**src/rtl/tetris_input_pkg.sv**
```systemverilog
// Shared keycodes, game-state encodings and enums for the keyboard front end.
package tetris_input_pkg;

   localparam logic [7:0] KC_A     = 8'h04;
   localparam logic [7:0] KC_D     = 8'h07;
   localparam logic [7:0] KC_S     = 8'h16;
   localparam logic [7:0] KC_W     = 8'h1A;
   localparam logic [7:0] KC_RIGHT = 8'h4F;
   localparam logic [7:0] KC_LEFT  = 8'h50;
   localparam logic [7:0] KC_DOWN  = 8'h51;
   localparam logic [7:0] KC_UP    = 8'h52;
   localparam logic [7:0] KC_SPACE = 8'h2C;

   localparam logic [2:0] GS_HALTED = 3'b000;
   localparam logic [2:0] GS_START  = 3'b001;
   localparam logic [2:0] GS_DROP   = 3'b010;
   localparam logic [2:0] GS_CLEAR  = 3'b011;

   typedef enum logic [1:0] {ACT_LEFT = 2'd0, ACT_RIGHT, ACT_DOWN, ACT_ROTATE} actIdx_t;
   typedef enum logic [1:0] {IDLE, DELAY, REPEAT} rptState_t;

   function automatic int maxOf3(input int a, input int b, input int c);
      int m;
      m = (a > b) ? a : b;
      return (m > c) ? m : c;
   endfunction

   // A key counts as held when either HID slot carries it.
   function automatic logic keyMatch(input logic [7:0] k0, input logic [7:0] k1,
                                     input logic [7:0] kc);
      return (k0 == kc) || (k1 == kc);
   endfunction

endpackage

```
**src/rtl/key_repeat_unit.sv**
```systemverilog
// One action: pulse on press, then optional delayed auto-shift and periodic repeat on frame ticks.
module key_repeat_unit
   import tetris_input_pkg::*;
#(
   parameter int FIRST_DELAY = 16,
   parameter int PERIOD      = 4,
   parameter bit REPEAT_EN   = 1'b1
) (
   input  logic Clk,
   input  logic Reset,
   input  logic enable,
   input  logic held,
   input  logic frame_tick,
   output logic pulse
);

   localparam int CNT_W = $clog2(maxOf3(FIRST_DELAY, PERIOD, 1)) + 1;
   localparam logic [CNT_W-1:0] DELAY_LAST  = CNT_W'((FIRST_DELAY > 0) ? FIRST_DELAY - 1 : 0);
   localparam logic [CNT_W-1:0] PERIOD_LAST = CNT_W'((PERIOD > 0) ? PERIOD - 1 : 0);

   rptState_t        stateReg, stateNext;
   logic [CNT_W-1:0] cntReg, cntNext;
   logic             prevReg;
   logic             pulseReg, pulseNext;

   always_ff @(posedge Clk) begin
      if (Reset) begin
         stateReg <= IDLE;
         cntReg   <= '0;
         prevReg  <= 1'b0;
         pulseReg <= 1'b0;
      end else begin
         stateReg <= stateNext;
         cntReg   <= cntNext;
         prevReg  <= held;
         pulseReg <= pulseNext;
      end
   end

   // Release and gating take priority; a press edge swallows a coincident tick.
   always_comb begin
      stateNext = stateReg;
      cntNext   = cntReg;
      pulseNext = 1'b0;
      if (!enable || !held) begin
         stateNext = IDLE;
         cntNext   = '0;
      end else if (!prevReg) begin
         pulseNext = 1'b1;
         cntNext   = '0;
         if (REPEAT_EN == 1'b0)
            stateNext = IDLE;
         else if (FIRST_DELAY == 0)
            stateNext = REPEAT;
         else
            stateNext = DELAY;
      end else if (frame_tick) begin
         case (stateReg)
            DELAY: begin
               if (cntReg == DELAY_LAST) begin
                  pulseNext = 1'b1;
                  stateNext = REPEAT;
                  cntNext   = '0;
               end else begin
                  cntNext = cntReg + 1'b1;
               end
            end
            REPEAT: begin
               if (cntReg == PERIOD_LAST) begin
                  pulseNext = 1'b1;
                  cntNext   = '0;
               end else begin
                  cntNext = cntReg + 1'b1;
               end
            end
            default: ;
         endcase
      end
   end

   assign pulse = pulseReg;

endmodule

```
**src/rtl/tetris_key_decoder.sv**
```systemverilog
// HID keycode slots to registered per-player action pulses and a start pulse, gated by game state.
module tetris_key_decoder
   import tetris_input_pkg::*;
#(
   parameter int DAS_DELAY   = 16,
   parameter int ARR_PERIOD  = 4,
   parameter int DOWN_PERIOD = 2
) (
   input  logic       Clk,
   input  logic       Reset,
   input  logic       frame_tick,
   input  logic [7:0] keycode,
   input  logic [7:0] keycode2,
   input  logic [2:0] game_state,
   output logic       start_pulse,
   output logic [3:0] p1_act,
   output logic [3:0] p2_act
);

   logic [7:0] heldNext, heldReg;
   logic       spaceHeldReg, spacePrevReg, startReg;
   logic [1:0] warmReg;
   logic [7:0] actPulse;
   logic       dropEnable, startEnable;
   logic       p1L, p1R, p2L, p2R;

   always_comb begin
      p1L = keyMatch(keycode, keycode2, KC_A);
      p1R = keyMatch(keycode, keycode2, KC_D);
      p2L = keyMatch(keycode, keycode2, KC_LEFT);
      p2R = keyMatch(keycode, keycode2, KC_RIGHT);
      heldNext = '0;
      heldNext[ACT_LEFT]       = p1L && !p1R;
      heldNext[ACT_RIGHT]      = p1R && !p1L;
      heldNext[ACT_DOWN]       = keyMatch(keycode, keycode2, KC_S);
      heldNext[ACT_ROTATE]     = keyMatch(keycode, keycode2, KC_W);
      heldNext[4 + ACT_LEFT]   = p2L && !p2R;
      heldNext[4 + ACT_RIGHT]  = p2R && !p2L;
      heldNext[4 + ACT_DOWN]   = keyMatch(keycode, keycode2, KC_DOWN);
      heldNext[4 + ACT_ROTATE] = keyMatch(keycode, keycode2, KC_UP);
   end

   // warmReg keeps pulses off until prev has been primed from held, so keys held through reset stay silent.
   always_ff @(posedge Clk) begin
      if (Reset) begin
         heldReg      <= '0;
         spaceHeldReg <= 1'b0;
         spacePrevReg <= 1'b0;
         startReg     <= 1'b0;
         warmReg      <= 2'b00;
      end else begin
         heldReg      <= heldNext;
         spaceHeldReg <= keyMatch(keycode, keycode2, KC_SPACE);
         spacePrevReg <= spaceHeldReg;
         startReg     <= startEnable && spaceHeldReg && !spacePrevReg;
         warmReg      <= {warmReg[0], 1'b1};
      end
   end

   assign dropEnable  = (game_state == GS_DROP)  && warmReg[1];
   assign startEnable = (game_state == GS_START) && warmReg[1];

   generate
      for (genvar gi = 0; gi < 8; gi++) begin : gUnit
         localparam int ACT    = gi % 4;
         localparam bit IS_DN  = (ACT == int'(ACT_DOWN));
         localparam bit IS_ROT = (ACT == int'(ACT_ROTATE));
         key_repeat_unit #(
            .FIRST_DELAY(IS_DN ? 0 : DAS_DELAY),
            .PERIOD     (IS_DN ? DOWN_PERIOD : (IS_ROT ? 1 : ARR_PERIOD)),
            .REPEAT_EN  (!IS_ROT)
         ) uUnit (
            .Clk       (Clk),
            .Reset     (Reset),
            .enable    (dropEnable),
            .held      (heldReg[gi]),
            .frame_tick(frame_tick),
            .pulse     (actPulse[gi])
         );
      end
   endgenerate

   assign start_pulse = startReg;
   assign p1_act      = actPulse[3:0];
   assign p2_act      = actPulse[7:4];

endmodule

```
**config.mk**
```make
export PLATFORM = sky130hd
export DESIGN_NAME = tetris_key_decoder
export DESIGN_NICKNAME = d
export VERILOG_FILES = /design/src/rtl/tetris_input_pkg.sv /design/src/rtl/key_repeat_unit.sv /design/src/rtl/tetris_key_decoder.sv
export SDC_FILE = /design/constraint.sdc
export NUM_CORES = 1
export LEC_CHECK = 0
export ABC_AREA = 1
export ABC_CLOCK_PERIOD_IN_PS = 1400
export CAP_MARGIN = 20
export CORE_ASPECT_RATIO = 1.1
export CORE_MARGIN = 4
export CORE_UTILIZATION = 30
export CTS_CLUSTER_SIZE = 20
export DETAILED_ROUTE_END_ITERATION = 8
export PLACE_DENSITY = 0.54
export SYNTH_ARGS = -nofsm -noshare
export SYNTH_HDL_FRONTEND = slang
export SYNTH_SLANG_ARGS = --single-unit
```
**constraint.sdc**
```tcl
create_clock -name Clk -period 1.4 [get_ports Clk]
set_input_delay 0.28 -clock Clk [delete_from_list [all_inputs] [get_ports Clk]]
set_output_delay 0.28 -clock Clk [all_outputs]
set_load 0.005 [all_outputs]
```
==> reports/qor.yml, run 1 <==
status:
  status: "complete, no violations"
routing:
  drc_errors: 0
  drt_wl_total_mm: 6.877
  firstDrtPassIters: 4
  wl_per_cell_um: 10.40
  via_per_inst: 4.263
  detail-route-antenna-nets: 0
  drtIter0Drc: 85
  vias: 2818
global_route:
  grt_pass1_vias: 2723
  grt_max_degree: 12
  overflow: 0
  antenna_found_initial: 0
  grt_pass1_wl_mm: 11.39
  groute.usage.overall_pct: 11.49
power_and_ir_drop:
  fin_total_pwr_w: 0.004288
  switching_power_w: 0.0008519
  leakage_nw: 1.873
  p_clk_share_pct: 53.5
  swShare_pct: 19.87
  power.share.sequential_pct: 41.9
  internal-power_w: 0.003436
  power_density_mw_per_mm2: 965.2
  irDropWorstVdd_mv: 0.5211
  combinationalPowerShare_pct: 4.6
final_layout:
  nNetsFinal: 555
  nFillCells: 1078
  syn2layout_area_growth_pct: 40.08
  n_antenna_cell: 0
  layout-drive-gt1-share_pct: 23.75
yosys:
  synthArstFlopShare_pct: 0
  yosys.area.top_type: "dfxtp_1"
  netlist.area_leader.share_pct: 39.76
  synth-edff-count: 0
  syn_inst: 444
  synth_area_leaders: "dfxtp_1 40%, nand2_1 12%, inv_1 8.6%, nor2_1 8.3%, ha_1 7.9%"
  synthesis.area_mm2: 0.003172
  yosys_warnings: 0
  syn_nets: 486
  seq_area_frac_synth_pct: 39.76
  ys.flop_type: "dfxtp_1"
  ys_types: 28
  syn_area_per_cell_um2: 7.144
  ys_ff_latch: 63
worst_setup_path:
  cp_cell_sequence: "ha_4, inv_4, nor3_4, ha_4, o21ai_2, nand3_1, a21oi_1"
  cp_max_fo: 2
  end_kind: "register"
  critPathLaunchType: "register"
  crit_path_top_delay_cell: "dfxtp_2"
  slowest_delay_ns: 0.35
  crit_type: "reg -> reg"
  cp_data_required_time_ns: 1.66
  crit_path_frequent_cell: "ha_4"
  cp_data_arrival_time_ns: 1.65
clock_tree:
  clock_sinks: 63
  cts_tree: "built"
  clock_latency_ns: 0.32
  root_buffer: "clkbuf_16"
  h-tree-depth: 3
  clock_path_buffers: 2
  clk_pin_slew_ns: 0.05
  hold_buffers: 0
  numCtsBuffers: 9
sta:
  finalHoldViolations: 0
  setup_viol: 0
  finalCritPeriodShare_pct: 99.22
  min_period_ns: 1.389
  fin_ws_ns: 0.01089
  relSlewSlack_pct: 81.72
  max_freq_mhz: 719.9
  rsz0062_at_grt: "yes"
  finClkSkew_ns: 0.003445
  worst_slew_pin_slew_ns: 0.2722
  finalMaxSlewViolations: 0
run:
  maxCapViolCount: 0
die:
  rows: 39
  die_area_mm2: 0.01228
  die_h_um: 115.8
  coreArea_mm2: 0.01034
  die_w_um: 106.0
  ios: 31
  start_util_pct: 30.66
worst_hold_path:
  hold_class: "reg -> reg"
placement:
  dp_hpwl_mm: 5.097
  finalWeightedCongestion: 0.7868
  io_buffers: 30
  pre_cts_ws_ns: -0.2351
==> synthesized netlist by cell type (3+ instances only) <==
library cell / n
nand2_1: 103
inv_1: 73
nor2_1: 70
dfxtp_1: 63
nand3_1: 28
a21oi_1: 26
ha_1: 20
nor3_1: 10
buf_4: 8
nand4_1: 7
xor2_1: 6
o21ai_0: 4
nor2_8: 3
xnor2_1: 3
==> worst max-delay path, delay by kind of cell, from the launching register on <==
| kind | cells | cell delay [ns] |
|---|---|---|
| simple gates | 2 | 0.31 |
| compound gates | 2 | 0.24 |
| flops | 1 | 0.35 |
| buf+inv | 1 | 0.04 |
| fa+ha+maj | 2 | 0.38 |
==> kinds of logic (layout without fill, tap and decap cells) <==
group | count (synthesis) | in the layout | share of synthesized area, %
xor gates and xnor gates | 9 | 9 | 2.485
buffers and inverters | 88 | 160 | 12.23
AOI/OAI and AO/OA | 34 | 34 | 5.759
adders and majority gates | 20 | 20 | 7.890
and+or+nand+nor | 230 | 232 | 31.87
DFF | 63 | 63 | 39.76
==> routing by layer <==
metal	vias to the layer above	wire, um	GRT usage (%)
met5	-	0	0
met1	1257	3072	13.07
met3	8	319	3.454
met2	43	3405	20.49
met4	0	79	4.145
li1	1510	-	-
==> path summary, 6_finish.rpt <==
check                                 from                  endpoint  slack, ns  cells past startpoint
setup / recovery  gUnit[5].uUnit.cntReg[1]  gUnit[5].uUnit.cntReg[4]       0.01                      7
hold / removal                spacePrevReg               start_pulse       0.39                      1
setup reg to reg  gUnit[5].uUnit.cntReg[1]  gUnit[5].uUnit.cntReg[4]       0.01                      7
hold reg to reg               spacePrevReg               start_pulse       0.39                      1
==> cell type report <==
| cell class | count | area, um2 | area share (%) |
|---|---|---|---|
| clock buffers | 9 | 225.2 | 5.069 |
| clock inverters | 7 | 87.58 | 1.971 |
| inverters | 77 | 305.3 | 6.871 |
| multi-input cells | 295 | 1792 | 40.33 |
| flip-flops and latches | 63 | 1276 | 28.72 |
| well taps | 143 | 178.9 | 4.027 |
| repair buffers | 67 | 578.1 | 13.01 |
==> flip-flops by register name, indices dropped and copies added (netlist names) <==
register and cells:
gUnit.uUnit.cntReg 24, gUnit.uUnit.pulse 8, spaceHeldReg 1, gUnit.uUnit.prevReg 8, gUnit.uUnit.stateReg 10, spacePrevReg 1
warmReg 2, heldReg 8, start_pulse 1
==> power by group through the flow <==
stage / Sequential, W / Combinational, W / Clock, W
finish: 0.00180 / 0.000196 / 0.00229
global route: 0.00180 / 0.000216 / 0.00243
CTS: 0.00180 / 0.000192 / 0.00234
detailed placement: 0.00184 / 0.000191 / 0
global placement: 0.00184 / 0.000189 / 0
floorplan: 0.00184 / 0.0000806 / 0
==> what timing repair did <==
item                       in CTS  in global routing
setup endpoints to repair      36                 31
resized for setup              30                 55
pin swaps                      13                 22
setup buffers                   0                  3
cloned                          0                  2
==> stage by stage <==
step / utilization, % / hold slack (ns) / area, um2 / setup TNS, ns / cells
6_report: 42.95 / 0.3885 / 4443 / 0 / 661
5_1_grt: 42.95 / 0.4105 / 4443 / -0.5604 / 661
4_1_cts: 40.60 / 0.3911 / 4200 / -0.2128 / 656
3_5_place_dp: 36.91 / 0.3838 / 3819 / -8.165 / 640
3_3_place_gp: 36.91 / 0.3821 / 3819 / -7.337 / 640
2_1_floorplan: - / 0.3734 / 3172 / 0 / 444
==> placed cells by master, fill, tap and decap left out, drive strengths merged, types with 7 or more instances in the layout <==
cell type,n
inv,76
ha,20
dfxtp,63
nor2,76
a21oi,26
nand2,105
nand3,28
clkbuf,9
dlygate4sd2,8
nor3,11
clkdlybuf4s50,21
buf,37
nand4,7
No activity file was read; power rests on OpenSTA's default activity.
==> run 2: changes to the inputs <==
--- a/config.mk
+++ b/config.mk
@@ -7,7 +7,7 @@
 export LEC_CHECK = 0
 export ABC_AREA = 1
 export ABC_CLOCK_PERIOD_IN_PS = 1400
-export CAP_MARGIN = 20
+export CAP_MARGIN = 10
 export CORE_ASPECT_RATIO = 1.1
 export CORE_MARGIN = 4
 export CORE_UTILIZATION = 30
==> results of run 2 <==
The final DEF is identical to that of run 1; final timing and power are the same.
